[src/rtl/alu_pkg.sv]
// Shared encodings for the bit-serial ALU: alu_ctl codes, slice op codes and FSM states.
package alu_pkg;

  localparam logic [3:0] ALU_AND = 4'b0000;
  localparam logic [3:0] ALU_OR  = 4'b0001;
  localparam logic [3:0] ALU_ADD = 4'b0010;
  localparam logic [3:0] ALU_SUB = 4'b0110;
  localparam logic [3:0] ALU_SLT = 4'b0111;
  localparam logic [3:0] ALU_NOR = 4'b1100;

  localparam logic [1:0] OP_AND  = 2'b00;
  localparam logic [1:0] OP_OR   = 2'b01;
  localparam logic [1:0] OP_SUM  = 2'b10;
  localparam logic [1:0] OP_LESS = 2'b11;

  localparam logic [1:0] ST_IDLE = 2'd0;
  localparam logic [1:0] ST_RUN  = 2'd1;
  localparam logic [1:0] ST_DONE = 2'd2;

  // Unknown codes collapse to AND so the datapath never sees an odd mix of invert bits.
  function automatic logic [3:0] decode_ctl(input logic [3:0] ctl);
    case (ctl)
      ALU_AND, ALU_OR, ALU_ADD, ALU_SUB, ALU_SLT, ALU_NOR: decode_ctl = ctl;
      default:                                            decode_ctl = ALU_AND;
    endcase
  endfunction

endpackage

[src/rtl/alu_bit_slice.sv]
// One-bit ALU slice: optional input inversion, AND/OR/full-add/less select.
module alu_bit_slice
  import alu_pkg::*;
(
  input  logic       a_i,
  input  logic       b_i,
  input  logic       carry_i,
  input  logic       ainvert_i,
  input  logic       binvert_i,
  input  logic       less_i,
  input  logic [1:0] op_i,
  output logic       result_o,
  output logic       carry_o,
  output logic       sum_o
);

  logic aa, bb;

  always_comb begin
    aa      = a_i ^ ainvert_i;
    bb      = b_i ^ binvert_i;
    sum_o   = aa ^ bb ^ carry_i;
    carry_o = (aa & bb) | (aa & carry_i) | (bb & carry_i);
    case (op_i)
      OP_AND:  result_o = aa & bb;
      OP_OR:   result_o = aa | bb;
      OP_SUM:  result_o = sum_o;
      default: result_o = less_i;
    endcase
  end

endmodule

[src/rtl/serial_alu_seq.sv]
// Bit-serial ALU: latches operands, runs one alu_bit_slice LSB first, one bit per clock,
// then presents the result with valid/ready handshakes on both sides.
module serial_alu_seq
  import alu_pkg::*;
#(
  parameter int WIDTH = 8
) (
  input  logic             clk,
  input  logic             rst,
  input  logic             in_valid,
  output logic             in_ready,
  input  logic [WIDTH-1:0] a,
  input  logic [WIDTH-1:0] b,
  input  logic [3:0]       alu_ctl,
  output logic             out_valid,
  input  logic             out_ready,
  output logic [WIDTH-1:0] result,
  output logic             carry_out,
  output logic             overflow,
  output logic             zero
);

  localparam int CW = $clog2(WIDTH);
  localparam logic [CW-1:0] LAST_BIT = CW'(WIDTH - 1);

  logic [1:0]       state_q, state_d;
  logic [WIDTH-1:0] a_q, b_q, res_q;
  logic [3:0]       ctl_q;
  logic [CW-1:0]    cnt_q;
  logic             tail_q, carry_q, msb_sum_q, ovf_raw_q, cout_q, ovf_q;
  logic             s_cin, s_res, s_cout, s_sum;
  logic             accept, is_arith, is_slt;

  always_ff @(posedge clk or posedge rst) begin
    if (rst) state_q <= ST_IDLE;
    else     state_q <= state_d;
  end

  always_comb begin
    state_d = state_q;
    case (state_q)
      ST_IDLE: if (in_valid)  state_d = ST_RUN;
      ST_RUN:  if (tail_q)    state_d = ST_DONE;
      ST_DONE: if (out_ready) state_d = ST_IDLE;
      default:                state_d = ST_IDLE;
    endcase
  end

  always_comb begin
    in_ready  = (state_q == ST_IDLE);
    out_valid = (state_q == ST_DONE);
  end

  always_comb begin
    accept   = in_valid && in_ready;
    is_arith = (ctl_q[1:0] == OP_SUM);
    is_slt   = (ctl_q[1:0] == OP_LESS);
    s_cin    = (cnt_q == '0) ? ctl_q[2] : carry_q;
  end

  alu_bit_slice u_slice (
    .a_i       (a_q[0]),
    .b_i       (b_q[0]),
    .carry_i   (s_cin),
    .ainvert_i (ctl_q[3]),
    .binvert_i (ctl_q[2]),
    .less_i    (1'b0),
    .op_i      (ctl_q[1:0]),
    .result_o  (s_res),
    .carry_o   (s_cout),
    .sum_o     (s_sum)
  );

  // After the last bit, one tail cycle folds the raw MSB carry/sum into the flags
  // (and the SLT set bit) before DONE.
  always_ff @(posedge clk or posedge rst) begin
    if (rst) begin
      a_q       <= '0;
      b_q       <= '0;
      res_q     <= '0;
      ctl_q     <= ALU_AND;
      cnt_q     <= '0;
      tail_q    <= 1'b0;
      carry_q   <= 1'b0;
      msb_sum_q <= 1'b0;
      ovf_raw_q <= 1'b0;
      cout_q    <= 1'b0;
      ovf_q     <= 1'b0;
    end else begin
      case (state_q)
        ST_IDLE: begin
          if (accept) begin
            a_q     <= a;
            b_q     <= b;
            ctl_q   <= decode_ctl(alu_ctl);
            res_q   <= '0;
            cnt_q   <= '0;
            tail_q  <= 1'b0;
            carry_q <= 1'b0;
            cout_q  <= 1'b0;
            ovf_q   <= 1'b0;
          end
        end
        ST_RUN: begin
          if (!tail_q) begin
            a_q     <= a_q >> 1;
            b_q     <= b_q >> 1;
            res_q   <= {s_res, res_q[WIDTH-1:1]};
            carry_q <= s_cout;
            if (cnt_q == LAST_BIT) begin
              tail_q    <= 1'b1;
              msb_sum_q <= s_sum;
              ovf_raw_q <= s_cin ^ s_cout;
            end else begin
              cnt_q <= cnt_q + CW'(1);
            end
          end else begin
            cout_q <= (is_arith || is_slt) ? carry_q : 1'b0;
            ovf_q  <= is_arith ? ovf_raw_q : 1'b0;
            if (is_slt) res_q <= {{(WIDTH-1){1'b0}}, msb_sum_q ^ ovf_raw_q};
          end
        end
        default: ;
      endcase
    end
  end

  always_comb begin
    result    = res_q;
    carry_out = cout_q;
    overflow  = ovf_q;
    zero      = (res_q == '0);
  end

endmodule
[config.mk]
export PLATFORM = sky130hd
export DESIGN_NAME = serial_alu_seq
export DESIGN_NICKNAME = d
export VERILOG_FILES = /design/src/rtl/alu_pkg.sv /design/src/rtl/alu_bit_slice.sv /design/src/rtl/serial_alu_seq.sv
export SDC_FILE = /design/constraint.sdc
export NUM_CORES = 1
export LEC_CHECK = 0
export CAP_MARGIN = 5
export CORE_UTILIZATION = 55
export CTS_BUF_LIST = sky130_fd_sc_hd__clkbuf_8 sky130_fd_sc_hd__clkbuf_16
export DETAILED_ROUTE_END_ITERATION = 7
export GPL_TIMING_DRIVEN = 0
export PLACE_DENSITY = 0.84
export SYNTH_ARGS = -nofsm -noshare
export SYNTH_HDL_FRONTEND = slang
export SYNTH_SLANG_ARGS = --single-unit
[constraint.sdc]
create_clock -name clk -period 3.4 [get_ports clk]
set_clock_uncertainty 0.15 [all_clocks]
set_input_delay 0.68 -clock clk [delete_from_list [all_inputs] [get_ports clk]]
set_output_delay 0.68 -clock clk [all_outputs]
set_load 0.01 [all_outputs]
* Word level (Yosys, flattened, before mapping)
Cells that the tools add are included.
** Operators by class
- Bitwise logic cells :: 13
- Reduce and logical (&&, ||, !) cells :: 17
- Add/sub/neg operators :: 1
- Eq/ne operators :: 18
- Multiplexer cells :: 33
** Operators with widths (count)
- 8-bit 2-to-1 mux :: 7
- 8-bit case mux with 2 select lines :: 3
- 3-bit AND reduction :: 5
- 1-bit 2-to-1 mux :: 9
- 3-bit 2-to-1 mux :: 3
- 4-bit by 3-bit == test with 1-bit output, second input constant :: 2
- 8-bit logical NOT :: 1
- 2-bit inequality test, second input constant :: 4
- 1-bit case mux with 2 select lines :: 4
- 2-bit == test, second input constant :: 3
- 2-bit 2-to-1 mux :: 3
- 2-bit case mux with 3 select lines :: 1
- 3-bit case mux with 2 select lines :: 1
- 6-bit OR reduction :: 1
- 1-bit XOR :: 6
- 2-bit by 1-bit == test with 1-bit output, second input constant :: 2
- 4-bit by 1-bit == test with 1-bit output, second input constant :: 1
- 4-bit by 2-bit == test with 1-bit output, second input constant :: 1
- 4-bit == test, second input constant :: 1
- 2-bit logical NOT :: 2
- 4-bit logical NOT :: 1
- 4-bit 2-to-1 mux :: 1
- 2-bit by 1-bit inequality test with 1-bit output, second input constant :: 2
- 2-bit AND reduction :: 2
- other kinds (12) :: 16
** Storage, ports and cells
- Bits in registers :: 39
- Output and inout bits :: 13
- Logic and storage cells :: 94
- Bits of input ports :: 24

* Logic depth before layout (Yosys ltp)
- Depth in word-level cells :: 7
- Depth in mapped cells :: 9
- Gate-level depth less buffers :: 9

* Hierarchy
A second synthesis with hierarchy kept.
** Second synthesis, totals
- Cell total of the unflattened synthesis :: 190
- Area total of the unflattened synthesis :: 2042.0 um^2
** By module, submodules not included
- serial_alu_seq :: instances 1, area an instance 1934.4 um^2, cells an instance 178, seq. area each 975.9 um^2
- alu_bit_slice :: instances 1, area an instance 107.6 um^2, cells an instance 12, seq. area each 0.0 um^2

* Worst setup path before layout
No wires, ideal clock.
- Path type :: register to register
- Start :: reg cnt_q[0]
- End :: reg res_q[7], in the netlist result[7]
- Required time :: 3.183 ns
- Path buffers :: 0
- Stages on the path, launching flop included :: 10
- Library setup time :: 0.067 ns
- Clock period less this slack :: 1.980 ns
- Arrival time :: 1.763 ns
- Slack :: 1.420 ns
- Path through :: dfrtp_1 -> inv_1 -> ha_1 -> nand2b_1 -> mux2i_1 -> fa_1 -> inv_1 -> mux2i_1 -> o21ai_0 -> a22o_1
** Between the ends
- Cells in the longest elaborated chain, start to end :: 6
** Ends and longest elaborated chain
- start: declaration :: line serial_alu_seq.sv:29 : logic [CW-1:0] cnt_q;
- start signal: assignment :: line serial_alu_seq.sv:115 : cnt_q <= cnt_q + CW'(1);
- 3-bit logical NOT :: line serial_alu_seq.sv:58 : s_cin = (cnt_q == '0) ? ctl_q[2] : carry_q;
- 1-bit 2-to-1 mux :: line serial_alu_seq.sv:58
- 1-bit XOR :: line alu_bit_slice.sv:22 : sum_o = aa ^ bb ^ carry_i;
- 1-bit case mux with 3 select lines :: line alu_bit_slice.sv:24 : case (op_i)
- 8-bit 2-to-1 mux :: line serial_alu_seq.sv:105 : if (!tail_q) begin
- 8-bit case mux with 2 select lines :: line serial_alu_seq.sv:90 : case (state_q)
- end signal: assignment :: line serial_alu_seq.sv:108 : res_q <= {s_res, res_q[WIDTH-1:1]};
- end signal: assignment :: line serial_alu_seq.sv:120 : if (is_slt) res_q <= {{(WIDTH-1){1'b0}}, msb_sum_q ^ ovf_raw_q};
- end: declaration :: line serial_alu_seq.sv:27 : logic [WIDTH-1:0] a_q, b_q, res_q;
No other way between the ends.
A chain may end at the register's enable or synchronous reset.

* Worst setup path after layout
- Start :: reg res_q[4], in the netlist result[4]
- End :: out zero
** Between the ends
- Cells in the longest elaborated chain, start to end :: 1
** Ends and longest elaborated chain
- 8-bit logical NOT :: line serial_alu_seq.sv:132 : zero = (res_q == '0);
- end: declaration :: line serial_alu_seq.sv:20 : output logic zero
No other way between the ends.

==> impl_metrics.toml <==
[outcome]
status = "complete, no violations"

[die]
start_util = 0.580
rows = 21
core_area_sq_mm = 0.00339
dieArea_sq_mm = 0.00381
die_x_um = 61.8
boundaryPins = 37
die_y_um = 61.8

[routing]
drt-initial-drc-count = 77
detail-route-antenna-nets = 0
viasPerCell = 5.30
wl_per_cell_um = 13.4
dr.pass1.iters = 4
drcViolationCount = 0
routed_wl_um = 3830
vias = 1517

[synth]
synth-edff-count = 0
synthCells = 196
synth_mux_area_frac = 0.0153
ys_seq_area_frac = 0.497
synth-main-ff-cell = "dfrtp_1"
ys_seq_elements = 39
synth-adder-area-share = 0.0420
synth_warnings = 0
synth.net_count = 226
synth_compound_area_frac = 0.181
synth_area_per_cell_sq_um = 10.0
syn-cell-area_sq_mm = 0.00196
synth-xor-area-share = 0.0223
synth_simple_gate_area_frac = 0.185
synth_top_family_by_area = "simple AND/OR/NAND/NOR gates"
synth-async-reset-ratio = 1.00
synth_cell_types = 35

[pwr]
p_leak_nw = 1.11
power_mw = 2.62
peakVddDrop_uv = 696
power.density_mw_per_mm2 = 1050

[worst_setup_path]
ff2ff_path_depth = 9
cp_cell_sequence = "or4_1, nor2_1, clkdlybuf4s50_1"
critical_path_class = "flip-flop to output port"
cp-end-kind = "output port"
arrival_ps = 1860
worstReg2RegEnd = "result[7]"
worstPathMaxFanout = 4
cp-start-kind = "flip-flop"
cp_slowest_stage_delay_ps = 530
crit_path_top_delay_cell = "clkdlybuf4s50_1"
required_ps = 2570
timing.rr.start = "cnt_q[0]"
reg2reg_slack_ps = 1270

[placement]
gp_congestion = 0.776
dp_hpwl_um = 2840
io_buffers = 36
dpl_cell_area_sq_mm = 0.00238
preCtsSetupSlack_ps = 1040

[timing]
fmax_mhz = 371
finalCritPeriodShare = 0.792
setup_slack_ps = 708
tns_ps = 0
final_hold_viol_count = 0
rsz0062_at_grt = "false"
setup_viol = 0
drv_slew = 0
max_slew_margin = 0.480
worst_pin_slew_ps = 779
whs_ps = 351
post-route-min-period_ps = 2690

[min_path]
hold_depth = 2
hp-class = "flip-flop to flip-flop"
min_to = "result[0]"
worst_hold_startpoint = "result[0]"

[clock_tree]
clockBufferDepth = 2
post_cts_resized = 0
htree_levels = 2
clkTransAtPathRegs_ps = 80
hold_buffers = 0
clk_latency_ps = 300
tritoncts = "yes"
numCtsBuffers = 5
postCtsSetupBuffers = 0
cts.sinks = 39
clockRootBuffer = "clkbuf_8"

[layout]
final_common_cell = "nand2_1"
diodes = 0
drive_gt1_frac = 0.142
most-common-layout-cells = "nand2_1 (48), dfrtp_1 (39), clkdlybuf4s50_1 (36)"
fin_area_sq_mm = 0.00249
syn2layout_area_growth_pct = 26.6
finalNetCount = 269

[grt]
first_global_vias = 1335
grt_pass1_wl_um = 6150
overflow = 0
grt_usage = 0.233
antenna_found_initial = 0
grt_max_degree = 40

[flow_run]
cap_violations = 0
==> synthesized netlist by cell type (2+ instances only) <==
master,n,area share
nand2_1,48,0.092
dfrtp_1,39,0.50
nor2_1,16,0.031
o21ai_0,12,0.031
a22o_1,11,0.049
a31oi_2,9,0.057
inv_1,8,0.015
a31oi_1,5,0.016
buf_2,5,0.013
ha_1,5,0.032
buf_4,3,0.011
mux2i_1,3,0.015
nand2b_1,3,0.0096
o31ai_1,3,0.011
xor2_1,3,0.013
nand3_1,2,0.0051
or4_1,2,0.0076
xnor2_1,2,0.0089
==> logic make-up after synthesis <==
logic type	count (synthesis)
AO/OA/AOI/OAI	44
adder cells (fa/ha/maj)	6
flip-flops	39
AND/OR/NAND/NOR	80
XOR/XNOR	5
multiplexers	3
buffers and inverters	19
==> stage by stage <==
stage / cells / utilization
after global placement: 278 / 0.703
after floorplan: 196 / -
after CTS: 286 / 0.733
after detailed placement: 278 / 0.703
after global routing: 286 / 0.733
final: 286 / 0.733
==> area by class of cell <==
cell class / instances / area (sq um)
buffer: 10 / 78.8
clock inverter: 1 / 7.51
tap: 46 / 57.6
fill: 256 / 903
multi-input combinational: 138 / 876
timing repair buffer: 36 / 360
inverter: 9 / 33.8
clock buffer: 7 / 96.3
sequential: 39 / 976
==> power by group <==
| part | internal (mW) | total [mW] | switching, mW |
|---|---|---|---|
| Combinational | 0.684 | 1.43 | 0.748 |
| Sequential | 0.679 | 0.838 | 0.159 |
| Clock | 0.184 | 0.351 | 0.166 |
==> critical path, delay by kind of cell (launching register included) <==
kind                   cells  cell delay [ps]
buffers and inverters      1              530
AND/OR/NAND/NOR            2              630
flip-flops                 1              410
==> state kept, by name (all words and copies together), names as in the netlist <==
signal	cells
carry_q	1
ovf_raw_q	1
ctl_q	4
carry_out	1
result	8
msb_sum_q	1
tail_q	1
cnt_q	3
state_q	2
b_q	8
overflow	1
a_q	8
==> worst max-delay path by stage <==
stage	end	slack (ps)	depth (start not counted)	from
2_1_floorplan	result[7]	1420	9	cnt_q[0]
3_3_place_gp	ctl_q[0]	860	2	rst
3_5_place_dp	zero	1040	3	result[4]
4_1_cts	zero	700	3	result[4]
5_1_grt	zero	580	3	result[4]
6_report	zero	710	3	result[4]
==> routing by layer <==
layer  share of wire  GRT usage  wire (um)
met3           0.033     0.0683        125
met5               0          0          0
met2            0.49      0.361       1870
met1            0.46      0.307       1760
met4           0.018     0.0952         67
(Power assumes the default switching activity.)
